$ cat src/rtl/led_pattern_sequencer.sv
// Front-panel LED pattern sequencer: four debounced push switches select,
// pause and re-time one of four LED patterns paced by a shared prescaler.
// Optional build macro LED_SEQ_HEARTBEAT_EN: when defined, mode 0 toggles
// o_LED_4 on every step instead of staying fully dark.
module led_pattern_sequencer #(
  parameter int unsigned TICK_CLKS     = 2500000,
  parameter int unsigned DEBOUNCE_CLKS = 250000
) (
  input  logic i_Clk,
  input  logic i_Rst,
  input  logic i_Switch_1,
  input  logic i_Switch_2,
  input  logic i_Switch_3,
  input  logic i_Switch_4,
  output logic o_LED_1,
  output logic o_LED_2,
  output logic o_LED_3,
  output logic o_LED_4
);

  localparam int unsigned PRE_W = (TICK_CLKS > 1) ? $clog2(TICK_CLKS) : 1;
  localparam int unsigned DEB_W = $clog2(DEBOUNCE_CLKS + 1);
  localparam logic [PRE_W-1:0] PRE_LAST = PRE_W'(TICK_CLKS - 1);
  localparam logic [DEB_W-1:0] DEB_LAST = DEB_W'(DEBOUNCE_CLKS - 1);

  typedef enum logic [1:0] {
    MODE_OFF    = 2'd0,
    MODE_BLINK  = 2'd1,
    MODE_CHASE  = 2'd2,
    MODE_BOUNCE = 2'd3
  } mode_t;

  // Switch path: bit0 = SW1 (next), bit1 = SW2 (prev), bit2 = SW3 (pause), bit3 = SW4 (speed)
  logic [3:0]       sw_raw;
  logic [3:0]       sync_a;
  logic [3:0]       sync_b;
  logic [3:0]       deb_state;
  logic [3:0]       deb_prev;
  logic [3:0]       press;
  logic [DEB_W-1:0] deb_cnt [4];

  mode_t            mode, mode_nxt;
  logic             paused;
  logic [1:0]       speed;
  logic [PRE_W-1:0] pre;
  logic [2:0]       rate;
  logic [2:0]       rate_last;
  logic [3:0]       pattern, pattern_nxt;
  logic             dir_up, dir_nxt;
  logic             mode_chg;
  logic             base_tick;
  logic             step;

  assign sw_raw = {i_Switch_4, i_Switch_3, i_Switch_2, i_Switch_1};

  // Two-flop synchroniser for the asynchronous switch inputs
  always_ff @(posedge i_Clk or posedge i_Rst) begin
    if (i_Rst) begin
      sync_a <= '0;
      sync_b <= '0;
    end else begin
      sync_a <= sw_raw;
      sync_b <= sync_a;
    end
  end

  // Debouncers: accept a new level only after it has differed for DEBOUNCE_CLKS cycles
  always_ff @(posedge i_Clk or posedge i_Rst) begin
    if (i_Rst) begin
      deb_state <= '0;
      deb_prev  <= '0;
      for (int unsigned i = 0; i < 4; i++) begin
        deb_cnt[i] <= '0;
      end
    end else begin
      deb_prev <= deb_state;
      for (int unsigned i = 0; i < 4; i++) begin
        if (sync_b[i] == deb_state[i]) begin
          deb_cnt[i] <= '0;
        end else if (deb_cnt[i] == DEB_LAST) begin
          deb_state[i] <= ~deb_state[i];
          deb_cnt[i]   <= '0;
        end else begin
          deb_cnt[i] <= deb_cnt[i] + DEB_W'(1);
        end
      end
    end
  end

  // Press strobes, timing taps and next mode/pattern selection
  always_comb begin
    press       = deb_state & ~deb_prev;
    mode_chg    = press[0] ^ press[1];
    base_tick   = !paused && (pre == PRE_LAST);
    rate_last   = 3'd0;
    case (speed)
      2'd0:    rate_last = 3'd0;
      2'd1:    rate_last = 3'd1;
      2'd2:    rate_last = 3'd3;
      default: rate_last = 3'd7;
    endcase
    step        = base_tick && (rate == rate_last);
    mode_nxt    = mode;
    pattern_nxt = pattern;
    dir_nxt     = dir_up;

    if (press[0] && !press[1]) begin
      mode_nxt = mode_t'(mode + 2'd1);
    end else if (press[1] && !press[0]) begin
      mode_nxt = mode_t'(mode - 2'd1);
    end

    if (mode_chg) begin
      dir_nxt = 1'b1;
      case (mode_nxt)
        MODE_OFF:    pattern_nxt = 4'b0000;
        MODE_BLINK:  pattern_nxt = 4'b0000;
        MODE_CHASE:  pattern_nxt = 4'b0001;
        default:     pattern_nxt = 4'b0001;
      endcase
    end else if (step) begin
      case (mode)
        MODE_OFF: begin
`ifdef LED_SEQ_HEARTBEAT_EN
          pattern_nxt = {~pattern[3], 3'b000};
`else
          pattern_nxt = 4'b0000;
`endif
        end
        MODE_BLINK: pattern_nxt = ~pattern;
        MODE_CHASE: pattern_nxt = {pattern[2:0], pattern[3]};
        default: begin
          // Ping-pong: reverse at either end rather than wrapping
          if (dir_up) begin
            if (pattern[3]) begin
              pattern_nxt = 4'b0100;
              dir_nxt     = 1'b0;
            end else begin
              pattern_nxt = {pattern[2:0], 1'b0};
            end
          end else begin
            if (pattern[0]) begin
              pattern_nxt = 4'b0010;
              dir_nxt     = 1'b1;
            end else begin
              pattern_nxt = {1'b0, pattern[3:1]};
            end
          end
        end
      endcase
    end
  end

  // Mode, pattern and bounce direction registers
  always_ff @(posedge i_Clk or posedge i_Rst) begin
    if (i_Rst) begin
      mode    <= MODE_OFF;
      pattern <= '0;
      dir_up  <= 1'b1;
    end else begin
      mode    <= mode_nxt;
      pattern <= pattern_nxt;
      dir_up  <= dir_nxt;
    end
  end

  // Pause toggle and speed select
  always_ff @(posedge i_Clk or posedge i_Rst) begin
    if (i_Rst) begin
      paused <= 1'b0;
      speed  <= '0;
    end else begin
      if (press[2]) paused <= ~paused;
      if (press[3]) speed  <= speed + 2'd1;
    end
  end

  // Prescaler and rate counter; a mode change restarts the step phase
  always_ff @(posedge i_Clk or posedge i_Rst) begin
    if (i_Rst) begin
      pre  <= '0;
      rate <= '0;
    end else begin
      if (mode_chg) begin
        pre <= '0;
      end else if (!paused) begin
        pre <= (pre == PRE_LAST) ? '0 : pre + PRE_W'(1);
      end

      if (mode_chg || press[3]) begin
        rate <= '0;
      end else if (base_tick) begin
        rate <= step ? '0 : rate + 3'd1;
      end
    end
  end

  assign o_LED_1 = pattern[0];
  assign o_LED_2 = pattern[1];
  assign o_LED_3 = pattern[2];
  assign o_LED_4 = pattern[3];

endmodule

$ cat config.mk
export PLATFORM = sky130hd
export DESIGN_NAME = led_pattern_sequencer
export DESIGN_NICKNAME = d
export VERILOG_FILES = /design/src/rtl/led_pattern_sequencer.sv
export SDC_FILE = /design/constraint.sdc
export NUM_CORES = 1
export LEC_CHECK = 0
export CAP_MARGIN = 25
export CELL_PAD_IN_SITES_DETAIL_PLACEMENT = 1
export CELL_PAD_IN_SITES_GLOBAL_PLACEMENT = 1
export CORE_ASPECT_RATIO = 0.8
export CORE_MARGIN = 3
export CORE_UTILIZATION = 50
export DETAILED_ROUTE_END_ITERATION = 12
export GPL_ROUTABILITY_DRIVEN = 0
export PLACE_DENSITY = 0.92
export REMOVE_ABC_BUFFERS = 1
export SYNTH_ARGS = -nofsm -noshare
export SYNTH_HDL_FRONTEND = slang
export SYNTH_SLANG_ARGS = --single-unit
$ cat constraint.sdc
create_clock -name i_Clk -period 4.4 [get_ports i_Clk]
set_input_delay 0.44 -clock i_Clk [delete_from_list [all_inputs] [get_ports i_Clk]]
set_output_delay 0.44 -clock i_Clk [all_outputs]
set_load 0.02 [all_outputs]
# Word-level counts from Yosys, hierarchy flattened
# Index checks and enable logic that the tools add are counted.
[classes]
reduce_logical = 20
add_sub_neg = 9
muxes = 30
n_shift = 0
n_eq_ne = 17
mul = 0
n_bitwise = 13
n_div = 0
order_cmp = 0
[op_table]
columns = ["op", "n"]
rows = [
  ["2-to-1 mux 18 bit", 8],
  ["adder 18 x 1 -> 18 bit (second input constant)", 4],
  ["equality test 18 bit (second input constant)", 4],
  ["2-to-1 mux 22 bit", 3],
  ["adder 22 x 1 -> 22 bit (second input constant)", 1],
  ["equality test 22 bit (second input constant)", 1],
  ["2-to-1 mux 4 bit", 4],
  ["2-to-1 mux 3 bit", 4],
  ["case mux 4 bit (3 select lines)", 1],
  ["AND reduction 2 bit", 5],
  ["inverter 1 bit", 9],
  ["case mux 3 bit (3 select lines)", 1],
  ["inverter 4 bit", 2],
  ["2-to-1 mux 1 bit", 7],
  ["equality test 2 x 1 -> 1 bit (second input constant)", 3],
  ["logical NOT 2 bit", 3],
  ["adder 2 x 1 -> 2 bit (second input constant)", 2],
  ["bitwise AND 4 bit", 1],
  ["equality test 1 bit", 4],
  ["equality test 2 bit (second input constant)", 2],
  ["logical AND 1 bit", 4],
  ["2-to-1 mux 2 bit", 2],
  ["inequality test 2 x 1 -> 1 bit (second input constant)", 2],
  ["nonzero test 2 bit", 2],
  ["8 further kinds", 10],
]
[word_totals]
out_inout_bits = 4
regBits = 123
mem_count = 0
input_bits = 6
ram_bits = 0
latch_bits = 0
mem_bits_ro = 0

# Depth between registers and ports, before layout
# Gate-level depths: netlist (run 1).
[logic_depth]
depth_word = 10
ltp_mapped = 7

# Worst setup path before layout (run 1)
# Ideal clock, no wire load.
[synth_path]
kind = "register to register"
from = "register pre[14]"
to = "register pattern[0]"
path_stages_with_launch = 6
period_less_slack_ps = 2321
n_path_buf = 1
setup_slack_ps = 2079
arrival_time_ps = 2200
cell_sequence = "dfrtp_1 -> or4_1 -> or4_4 -> buf_6 -> o41a_1 -> a22o_1"
[synth_via]
elab_chain_cells = 4
[synth_rtl]
columns = ["item", "line_no", "source"]
rows = [
  ["from (decl)", "45", "logic [PRE_W-1:0] pre;"],
  ["from (signal assigned)", "187", "pre <= (pre == PRE_LAST) ? '0 : pre + PRE_W'(1);"],
  ["equality test 22 bit", "94", "base_tick = !paused && (pre == PRE_LAST);"],
  ["logical AND 1 bit", "94", ""],
  ["logical AND 1 bit", "102", "step = base_tick && (rate == rate_last);"],
  ["nonzero test 2 bit (no line)", "n/a", ""],
  ["to (signal assigned)", "162", "pattern <= pattern_nxt;"],
  ["to (decl)", "48", "logic [3:0] pattern, pattern_nxt;"],
]
# No other way between the ends.
# A chain may end at the register's enable or synchronous reset.

# Worst setup path in the final report (run 1)
[layout_path]
from = "register deb_state[0]"
to = "register pre[14]"
[layout_via]
elab_chain_cells = 3
elab_cells_between_ends = 4
[layout_rtl]
columns = ["item", "line_no", "source"]
rows = [
  ["from (decl)", "37", "logic [3:0] deb_state;"],
  ["from (signal, indexed assignment)", "81", "deb_state[i] <= ~deb_state[i];"],
  ["bitwise AND 4 bit *", "92", "press = deb_state & ~deb_prev;"],
  ["bitwise XOR 1 bit *", "93", "mode_chg = press[0] ^ press[1];"],
  ["inequality test 2 x 1 -> 1 bit (no line) or 2-to-1 mux 22 bit (tied branches)", "n/a", ""],
]
# Every way passes the cells marked *; elsewhere a longest branch is shown, timed or not.

==> flow_metrics.env, run 1 <==
export IMPL_status="completed"
export IMPL_layout_setup_ws_ns=1.642
export IMPL_yosys_register_bits=123
export IMPL_required_ns=4.74
export IMPL_cp_end_kind="flip-flop"
export IMPL_synthMuxAreaShare_pct=1.373
export IMPL_numPortBuffers=9
export IMPL_grt_pass1_wl_mm=29.95
export IMPL_rr_worst_depth=7
export IMPL_cts_setup_buffers=0
export IMPL_grt_max_degree=67
export IMPL_final_nets=675
export IMPL_synth_top_area_cell="dfrtp_1"
export IMPL_rows=35
export IMPL_hold_path_class="reg2reg"
export IMPL_drive_gt1_share_pct=7.508
export IMPL_crit_start="deb_state[0]$_DFFE_PP0P_"
export IMPL_cts_buffers=17
export IMPL_die_h_um=106.3
export IMPL_vias=5266
export IMPL_dp_final_hpwl_mm=10.61
export IMPL_overflow=0
export IMPL_post_route_util_pct=59.97
export IMPL_instances_no_fill=832
export IMPL_min_period_ns=2.758
export IMPL_first_iter_violations=372
export IMPL_initial_core_util_pct=52.77
export IMPL_synth_ff_type="dfrtp_1"
export IMPL_fin_crit_sh_pct=62.68
export IMPL_grt_pass1_vias=5716
export IMPL_ios=10
export IMPL_cts_root_buf="clkbuf_16"
export IMPL_wl_per_cell_um=21.25
export IMPL_clkSlewWorstSetupHoldPaths_ns=0.06
export IMPL_synth_seq_area_share_pct=48.98
export IMPL_h_tree_depth=4
export IMPL_syn_area_per_cell_sq_um=9.837
export IMPL_synth_xor_area_share_pct=9.196
export IMPL_clk_latency_ns=0.42
export IMPL_timing_worst_setup_path_type="reg2reg"
export IMPL_hold_viol_final=0
export IMPL_antenna_cells=0
export IMPL_die_area_sq_um=13960
export IMPL_firstDrtPassIters=5
export IMPL_synth_area_top_cells="dfrtp_1 (49%), xnor2_1 (5.2%), nor2_1 (4.7%), xor2_1 (4.0%), or4_1 (3.2%)"
export IMPL_antenna_left=0
export IMPL_synth_area_sq_um=6286
export IMPL_drv_slew=0
export IMPL_place_inst=802
export IMPL_arrival_ns=3.10
export IMPL_cap_violations=0
export IMPL_synth_top_cell_area_share_pct=48.57
export IMPL_rr_endpoint="pre[14]$_DFFE_PP0P_"
export IMPL_powerDensity_nw_per_um2=373.6
export IMPL_ctsHoldBuffers=0
export IMPL_cp_max_fo=11
export IMPL_async_flop_share_pct=100.0
export IMPL_slew_headroom_pct=40.74
export IMPL_synth_simple_area_share_pct=25.30
export IMPL_rsz0062_at_grt="no"
export IMPL_start_kind="flip-flop"
export IMPL_layout_common_cells="dfrtp_1 (122), nor2_1 (79), nand2_1 (42)"
export IMPL_dpl_worst_slack_ns=1.740
export IMPL_cts_resized=0
export IMPL_final_common_cell="dfrtp_1"
export IMPL_fin_skew_ns=0.006526
export IMPL_reg2reg_slack_ns=1.64
export IMPL_clock_path_buffers=2
export IMPL_setup_violations=0
export IMPL_synth_edf_count=0
export IMPL_crit_reg2reg_launch="deb_state[0]$_DFFE_PP0P_"
export IMPL_cts_sinks=123
export IMPL_tightest_slew_ns=0.8792
export IMPL_synth_top_family_by_area="simple AND/OR/NAND/NOR gates"
export IMPL_max_freq_mhz=362.6
export IMPL_synth_compound_area_share_pct=9.196
export IMPL_synth_cell_types=59
export IMPL_wirelength_mm=17.68
export IMPL_ys_warn_count=0
export IMPL_via_per_inst=6.329
export IMPL_drc_errors=0
export IMPL_antenna_found_initial=0
export IMPL_coreArea_sq_um=11910
export IMPL_area_delta_synth_final_pct=13.63
export IMPL_synth_cells=639
export IMPL_cts_tree="built"
export IMPL_die_x_um=131.4
export IMPL_fin_tns_setup_ns=0
export IMPL_ir_worst_vdd_uv=300.9
export IMPL_gr_usage_all_layers_pct=26.66
export IMPL_leakage_nw=2.884
export IMPL_synth_adder_area_share_pct=2.787
export IMPL_crit_end="pre[14]$_DFFE_PP0P_"
export IMPL_whs_ns=0.3462
[cell families (layout without fill, tap and decap cells)]
| family | Yosys count | in the layout |
|---|---|---|
| and+or+nand+nor | 296 | 296 |
| muxes | 8 | 8 |
| AOI/OAI and AO/OA | 86 | 86 |
| adders and majority gates | 14 | 14 |
| buffers and inverters | 46 | 73 |
| DFF | 123 | 123 |
| xor gates and xnor gates | 66 | 66 |
[cells in the mapped netlist (9+ instances only)]
cell type	n
inv_1	28
clkbuf_1	13
nand2_1	42
or3_1	9
xnor2_1	37
nand3_1	37
and3_1	13
nor2_1	79
or4_1	27
nor3_1	11
nand4_1	26
o31ai_1	20
ha_1	14
o21ai_0	11
a21oi_1	33
nor4_1	15
xor2_1	29
dfrtp_1	122
[layout make-up]
type                       count  area [sq um]
fill                        1302          4768
sequential                   123          3079
multi-input combinational    470          3008
clock buffer                  23         488.0
tap                          166         207.7
timing repair buffer          15         138.9
clock inverter                 7         113.9
inverter                      28         107.6
[worst max-delay path, stage by stage (launching register included)]
cell,delay (ns)
dfrtp_1,0.42
nand2b_1,0.16
inv_1,0.06
ha_1,0.44
nand2_1,0.31
nand3_1,0.38
or4_2,0.73
a21oi_1,0.16
[sequential cells by signal, summed over array words and instances (netlist names)]
signal,flops
deb_state,4
sync_b,4
speed,2
mode,2
paused,1
pattern,4
rate,3
dir_up,1
pre,22
sync_a,4
deb_prev,4
deb_cnt,72
[power by group]
part	switching, mW	internal [mW]	total [mW]	leakage (nW)
logic	0.0442	0.0185	0.0627	0.913
registers	0.0124	1.14	1.16	1.67
clock network	0.507	0.942	1.45	0.299
total	0.564	2.11	2.67	2.88
[worst min-delay path by stage]
stage	start	end	slack (ns)	cells after the start
after global routing	sync_a[3]$_DFF_PP0_	sync_b[3]$_DFF_PP0_	0.35	0
after CTS	sync_a[3]$_DFF_PP0_	sync_b[3]$_DFF_PP0_	0.35	0
final	sync_a[3]$_DFF_PP0_	sync_b[3]$_DFF_PP0_	0.35	0
after global placement	sync_a[0]$_DFF_PP0_	sync_b[0]$_DFF_PP0_	0.33	0
after floorplan	sync_a[0]$_DFF_PP0_	sync_b[0]$_DFF_PP0_	0.33	0
after detailed placement	sync_a[3]$_DFF_PP0_	sync_b[3]$_DFF_PP0_	0.34	0
[stage by stage]
stage / total power, mW / area, sq um
3_3_place_gp: 1.233 / 6530
3_5_place_dp: 1.240 / 6541
4_1_cts: 2.685 / 7143
2_1_floorplan: 1.212 / 6192
5_1_grt: 2.749 / 7143
6_report: 2.669 / 7143
[layer usage]
metal	up-vias	track usage, %	wire length, um
met5	-	0	0
met1	2679	32.06	7168
met3	56	4.825	802
met2	195	46.86	9150
met4	0	12.59	561
li1	2336	-	-
No activity file was read; power rests on OpenSTA's default activity.
==> run 2, diff against run 1 <==
--- a/config.mk
+++ b/config.mk
@@ -10,10 +10,10 @@
 export CELL_PAD_IN_SITES_GLOBAL_PLACEMENT = 1
 export CORE_ASPECT_RATIO = 0.8
 export CORE_MARGIN = 3
-export CORE_UTILIZATION = 50
+export CORE_UTILIZATION = 45
 export DETAILED_ROUTE_END_ITERATION = 12
 export GPL_ROUTABILITY_DRIVEN = 0
-export PLACE_DENSITY = 0.92
+export PLACE_DENSITY = 0.88
 export REMOVE_ABC_BUFFERS = 1
 export SYNTH_ARGS = -nofsm -noshare
 export SYNTH_HDL_FRONTEND = slang
==> constraint.sdc (replaced) <==
create_clock -name i_Clk -period 2.4 [get_ports i_Clk]
set_input_delay 0.24 -clock i_Clk [delete_from_list [all_inputs] [get_ports i_Clk]]
set_output_delay 0.24 -clock i_Clk [all_outputs]
set_load 0.02 [all_outputs]
==> flow_metrics.env, run 2 (synthesized netlist as in run 1, its figures left out) <==
export IMPL_status="complete, but fails checks"
export IMPL_violations="negative setup slack"
export IMPL_rsz0062_at_grt="yes"
export IMPL_reg2reg_slack_ns=-0.0002
export IMPL_overflow=0
export IMPL_busiest_layer="met2"
export IMPL_initial_core_util_pct=47.48
export IMPL_ctsHoldBuffers=0
export IMPL_required_ns=2.77
export IMPL_numPortBuffers=9
export IMPL_largest_reg_flops=72
export IMPL_final_common_cell="dfrtp_1"
export IMPL_die_h_um=111.7
export IMPL_die_area_sq_um=15430
export IMPL_cts_root_buf="clkbuf_16"
export IMPL_cp_max_fo=11
export IMPL_whs_ns=0.1555
export IMPL_crit_reg2reg_launch="pre[15]$_DFFE_PP0P_"
export IMPL_rr_endpoint="dir_up$_DFFE_PP1P_"
export IMPL_setup_violations=1
export IMPL_tightest_slew_ns=0.6027
export IMPL_dpl_worst_slack_ns=0.09471
export IMPL_clkSlewWorstSetupHoldPaths_ns=0.06
export IMPL_layout_setup_ws_ns=-0.0002436
export IMPL_wirelength_mm=17.06
export IMPL_antenna_left=0
export IMPL_hold_path_class="in2async"
export IMPL_drive_gt1_share_pct=10.69
export IMPL_antenna_cells=0
export IMPL_wl_per_cell_um=19.88
export IMPL_cts_tree="built"
export IMPL_cts_buffers=17
export IMPL_grt_pass1_vias=5796
export IMPL_start_kind="flip-flop"
export IMPL_arrival_ns=2.77
export IMPL_slew_headroom_pct=59.38
export IMPL_area_delta_synth_final_pct=16.22
export IMPL_vias=5160
export IMPL_ir_worst_vdd_uv=500.6
export IMPL_power_mw=4.866
export IMPL_globalRouteMet1Util_pct=28.83
export IMPL_hold_viol_final=0
export IMPL_cap_violations=0
export IMPL_dp_final_hpwl_mm=11.16
export IMPL_cts_setup_buffers=0
export IMPL_dpl_cell_area_sq_um=6696
export IMPL_reg_top3="deb_cnt: 72 flops, pre: 22 flops"
export IMPL_first_iter_violations=271
export IMPL_die_x_um=138.1
export IMPL_rows=37
export IMPL_firstDrtPassIters=4
export IMPL_cp_end_kind="flip-flop"
export IMPL_coreArea_sq_um=13240
export IMPL_drv_slew=0
export IMPL_post_route_util_pct=55.18
export IMPL_antenna_found_initial=0
export IMPL_fin_area_sq_um=7306
export IMPL_fin_tns_setup_ns=-0.0002436
export IMPL_instances_no_fill=858
export IMPL_rr_worst_depth=4
export IMPL_ios=10
export IMPL_gr_usage_all_layers_pct=23.27
export IMPL_h_tree_depth=4
export IMPL_grt_max_degree=64
export IMPL_cts_sinks=123
export IMPL_powerDensity_nw_per_um2=666.0
export IMPL_place_inst=829
export IMPL_drc_errors=0
export IMPL_multi_input_area_sq_um=3028
export IMPL_final_nets=693
export IMPL_fin_skew_ns=0.01269
export IMPL_fin_crit_sh_pct=100.0
export IMPL_clock_path_buffers=2
export IMPL_clk_latency_ns=0.44
export IMPL_min_period_ns=2.400
export IMPL_max_freq_mhz=416.6
export IMPL_via_per_inst=6.014
export IMPL_seqCellArea_sq_um=3079
export IMPL_leakage_nw=2.973
export IMPL_grt_util_met3_pct=4.208
export IMPL_timing_worst_setup_path_type="reg2reg"
export IMPL_grt_util_met2_pct=39.14
export IMPL_nFillCells=1477
export IMPL_largest_register="deb_cnt"
export IMPL_grt_pass1_wl_mm=29.19
export IMPL_layout_common_cells="dfrtp_1 (122), nor2_1 (79), nand2_1 (42)"
## run 2: changes by cell type in the layout (fill, tap and decap cells not counted), sizes merged
cell / change
buf: +18
clkbuf: -2
clkinv: +1
## run 2: worst max-delay path by stage
| stage | depth (start not counted) | to | slack [ns] | startpoint |
|---|---|---|---|---|
| after global placement | 4 | rate[2]$_DFFE_PP0P_ | 0.13 | pre[19]$_DFFE_PP0P_ |
| after floorplan | 1 | deb_cnt[0]$_DFF_PP0_ | -1.11 | i_Rst |
| final | 4 | dir_up$_DFFE_PP1P_ | -0.0002 | pre[15]$_DFFE_PP0P_ |
| after detailed placement | 4 | rate[1]$_DFFE_PP0P_ | 0.09 | pre[15]$_DFFE_PP0P_ |
| after global routing | 5 | dir_up$_DFFE_PP1P_ | -0.08 | pre[15]$_DFFE_PP0P_ |
| after CTS | 4 | rate[2]$_DFFE_PP0P_ | 0.01 | pre[15]$_DFFE_PP0P_ |
## run 2: power by group
group,internal [mW],switching [mW]
registers,2.10,0.0212
logic,0.0391,0.0830
clock network,1.69,0.936
total,3.83,1.04
## run 2: area by class of cell
cell class	count	area share (%)
Tap cell	175	2.997
Inverter	28	1.473
Timing Repair Buffer	33	3.871
Sequential cell	123	42.15
Multi-Input combinational cell	470	41.45
Clock inverter	8	1.627
Clock buffer	21	6.439
## run 2: what timing repair did
action                                  4_1_cts  5_1_grt
endpoints found under the setup margin        0        6
hold endpoints to repair                      0        0
gates resized for setup                       0        5
## run 2: critical path, stage by stage (launching register included)
cell and delay, ns:
dfrtp_1 0.39, or4bb_1 0.54, or4_4 0.62, or4_1 0.60, a21oi_2 0.18
## run 2: routing by layer
metal | vias to the layer above | wire [um]
li1 | 2375 | -
met1 | 2652 | 7407
met2 | 97 | 8724
met3 | 36 | 541
met4 | 0 | 384
met5 | - | 0
==> run 3, diff against run 2 <==
--- a/config.mk
+++ b/config.mk
@@ -5,15 +5,16 @@
 export SDC_FILE = /design/constraint.sdc
 export NUM_CORES = 1
 export LEC_CHECK = 0
+export ABC_AREA = 1
 export CAP_MARGIN = 25
 export CELL_PAD_IN_SITES_DETAIL_PLACEMENT = 1
 export CELL_PAD_IN_SITES_GLOBAL_PLACEMENT = 1
 export CORE_ASPECT_RATIO = 0.8
 export CORE_MARGIN = 3
-export CORE_UTILIZATION = 45
+export CORE_UTILIZATION = 43
 export DETAILED_ROUTE_END_ITERATION = 12
 export GPL_ROUTABILITY_DRIVEN = 0
-export PLACE_DENSITY = 0.88
+export PLACE_DENSITY = 0.89
 export REMOVE_ABC_BUFFERS = 1
 export SYNTH_ARGS = -nofsm -noshare
 export SYNTH_HDL_FRONTEND = slang
==> constraint.sdc (replaced) <==
create_clock -name i_Clk -period 2.4 [get_ports i_Clk]
set_input_delay 0.24 -clock i_Clk [delete_from_list [all_inputs] [get_ports i_Clk]]
set_output_delay 0.24 -clock i_Clk [all_outputs]
set_load 0.005 [all_outputs]
==> flow_metrics.env, run 3 <==
export IMPL_largest_register="deb_cnt"
export IMPL_p_switching_mw=1.063
export IMPL_fin_crit_sh_pct=87.45
export IMPL_hold_viol_final=0
export IMPL_die_x_um=144.0
export IMPL_max_freq_mhz=476.4
export IMPL_dpl_cell_area_sq_um=6902
export IMPL_ir_worst_vdd_uv=414.5
export IMPL_h_tree_depth=4
export IMPL_clock_path_buffers=2
export IMPL_yosysMostFrequentCell="nand2_1"
export IMPL_antenna_cells=0
export IMPL_clock_power_share_pct=53.9
export IMPL_gr_usage_all_layers_pct=22.23
export IMPL_cts_tree="built"
export IMPL_synth_top_cells_by_count="nand2_1 (177), nor2_1 (151), dfrtp_1 (122), inv_1 (115), nand3_1 (50)"
export IMPL_seqCellArea_sq_um=3079
export IMPL_ys_warn_count=0
export IMPL_grt_util_met2_pct=36.45
export IMPL_swShare_pct=21.93
export IMPL_synth_top_cell_area_share_pct=46.57
export IMPL_drv_slew=0
export IMPL_grt_pass1_wl_mm=29.81
export IMPL_required_ns=2.71
export IMPL_powerDensity_nw_per_um2=646.5
export IMPL_antenna_left=0
export IMPL_largest_reg_flops=72
export IMPL_die_h_um=116.4
export IMPL_rsz0062_at_grt="no"
export IMPL_initial_core_util_pct=44.93
export IMPL_cts_buffers=17
export IMPL_final_nets=892
export IMPL_layout_common_cells="nand2_1 (176), nor2_1 (151), dfrtp_1 (122)"
export IMPL_combPwrFrac_pct=2.5
export IMPL_nFillCells=1798
export IMPL_die_area_sq_um=16770
export IMPL_sequentialPowerShare_pct=43.7
export IMPL_cts_root_buf="clkbuf_16"
export IMPL_synth_area_sq_um=6555
export IMPL_cts_sinks=123
export IMPL_cts_setup_buffers=0
export IMPL_grt_pass1_vias=6148
export IMPL_overflow=0
export IMPL_globalRouteMet1Util_pct=29.89
export IMPL_layout_setup_ws_ns=0.3011
export IMPL_cp_end_kind="flip-flop"
export IMPL_fin_area_sq_um=7498
export IMPL_start_kind="flip-flop"
export IMPL_cp_max_fo=6
export IMPL_synth_seq_area_share_pct=46.97
export IMPL_via_per_inst=5.254
export IMPL_area_delta_synth_final_pct=14.39
export IMPL_crit_start="deb_state[1]$_DFFE_PP0P_"
export IMPL_status="completed"
export IMPL_p_int_mw=3.785
export IMPL_dpl_worst_slack_ns=0.2654
export IMPL_dp_final_hpwl_mm=11.46
export IMPL_tightest_slew_ns=0.4906
export IMPL_slew_headroom_pct=67.22
export IMPL_syn_area_per_cell_sq_um=7.748
export IMPL_drc_errors=0
export IMPL_cap_violations=0
export IMPL_antenna_found_initial=0
export IMPL_busiest_layer="met2"
export IMPL_fin_skew_ns=0.008808
export IMPL_leakage_nw=3.540
export IMPL_setup_violations=0
export IMPL_clkSlewWorstSetupHoldPaths_ns=0.06
export IMPL_numPortBuffers=9
export IMPL_synth_cells=846
export IMPL_min_period_ns=2.099
export IMPL_timing_worst_setup_path_type="reg2reg"
export IMPL_synth_area_top_cells="dfrtp_1 (47%), nand2_1 (10%), nor2_1 (8.6%), inv_1 (6.6%), xor2_1 (3.9%)"
export IMPL_vias=5617
export IMPL_power_mw=4.848
export IMPL_synth_cell_types=42
export IMPL_yosys_register_bits=123
export IMPL_firstDrtPassIters=4
export IMPL_synth_edf_count=0
export IMPL_hold_path_class="in2async"
export IMPL_final_common_cell="nand2_1"
export IMPL_crit_reg2reg_launch="deb_state[1]$_DFFE_PP0P_"
export IMPL_first_iter_violations=247
export IMPL_grt_util_met3_pct=5.649
export IMPL_reg_top3="deb_cnt: 72 flops, pre: 22 flops"
export IMPL_synth_ff_type="dfrtp_1"
export IMPL_coreArea_sq_um=14590
export IMPL_async_flop_share_pct=100.0
export IMPL_grt_max_degree=66
export IMPL_arrival_ns=2.41
export IMPL_ios=10
export IMPL_wirelength_mm=16.74
export IMPL_wl_per_cell_um=15.66
export IMPL_drive_gt1_share_pct=7.910
export IMPL_clk_latency_ns=0.42
export IMPL_rows=39
export IMPL_synth_top_area_cell="dfrtp_1"
export IMPL_multi_input_area_sq_um=2970
export IMPL_whs_ns=0.2450
## run 3: changes by cell type in the layout (fill, tap and decap cells not counted), moves of 14 or more
cell | before | now
nand2_1 | 42 | 176
inv_1 | 27 | 114
nor2_1 | 79 | 151
nor3_1 | 11 | 44
xnor2_1 | 37 | 5
or4_1 | 26 | 0
buf_4 | 23 | 2
o31ai_1 | 20 | 0
nand3_1 | 36 | 50
nor4_1 | 15 | 1
## run 3: cell type report
type,count,share of cell area (%)
Inverter,125,6.391
Sequential cell,123,41.06
Timing Repair Buffer,13,1.936
Clock inverter,12,1.969
Multi-Input combinational cell,592,39.61
Clock buffer,20,5.957
Tap cell,184,3.070
## run 3: power groups by stage
stage | Sequential [mW] | Clock [mW] | Combinational (mW)
2_1_floorplan | 2.15 | 0 | 0.0766
3_3_place_gp | 2.15 | 0 | 0.118
3_5_place_dp | 2.15 | 0 | 0.122
4_1_cts | 2.12 | 2.65 | 0.125
5_1_grt | 2.12 | 2.77 | 0.141
6_report | 2.12 | 2.61 | 0.119
## run 3: repair_timing
item,in CTS,in global routing
gates resized for setup,0,1
setup endpoints to repair,0,1
hold buffers,0,0
## run 3: kinds of logic after synthesis
| group | share of synthesized area, % |
|---|---|
| AOI/OAI and AO/OA | 6.184 |
| DFF | 46.97 |
| xor gates and xnor gates | 4.543 |
| and+or+nand+nor | 31.88 |
| buffers and inverters | 7.750 |
| adders and majority gates | 2.672 |
## run 3: metrics by stage
stage | utilization (%) | instances | setup TNS [ns]
2_1_floorplan | - | 840 | -135.56
3_3_place_gp | 47.30 | 1037 | 0
3_5_place_dp | 47.30 | 1037 | 0
4_1_cts | 51.38 | 1069 | 0
5_1_grt | 51.39 | 1069 | 0
6_report | 51.39 | 1069 | 0
## run 3: final timing paths
check / endpoint / depth (start not counted) / slack, ns
max: pre[19]$_DFFE_PP0P_ / 11 / 0.30
max in group asynchronous: dir_up$_DFFE_PP1P_ / 3 / 1.83
min reg2reg: sync_b[2]$_DFF_PP0_ / 0 / 0.35
max reg2reg: pre[19]$_DFFE_PP0P_ / 11 / 0.30
min in group i_Clk: sync_a[2]$_DFF_PP0_ / 1 / 0.26
min: deb_cnt[31]$_DFF_PP0_ / 3 / 0.25
## run 3: critical path, cell delays in order (launching register included)
cell and delay [ns]:
dfrtp_1 0.40, inv_1 0.07, nor2_1 0.18, inv_1 0.08, ha_1 0.32, nand2_2 0.15
buf_4 0.18, nand4_1 0.15, nor2_2 0.18, nand2_1 0.09, nor2_1 0.12, nor2_1 0.06
## run 3: metal layers
metal / part of all wire [%] / wire [um]
met4: 0.77 / 129
met5: 0 / 0
met3: 2.8 / 461
met1: 48 / 8090
met2: 48 / 8055
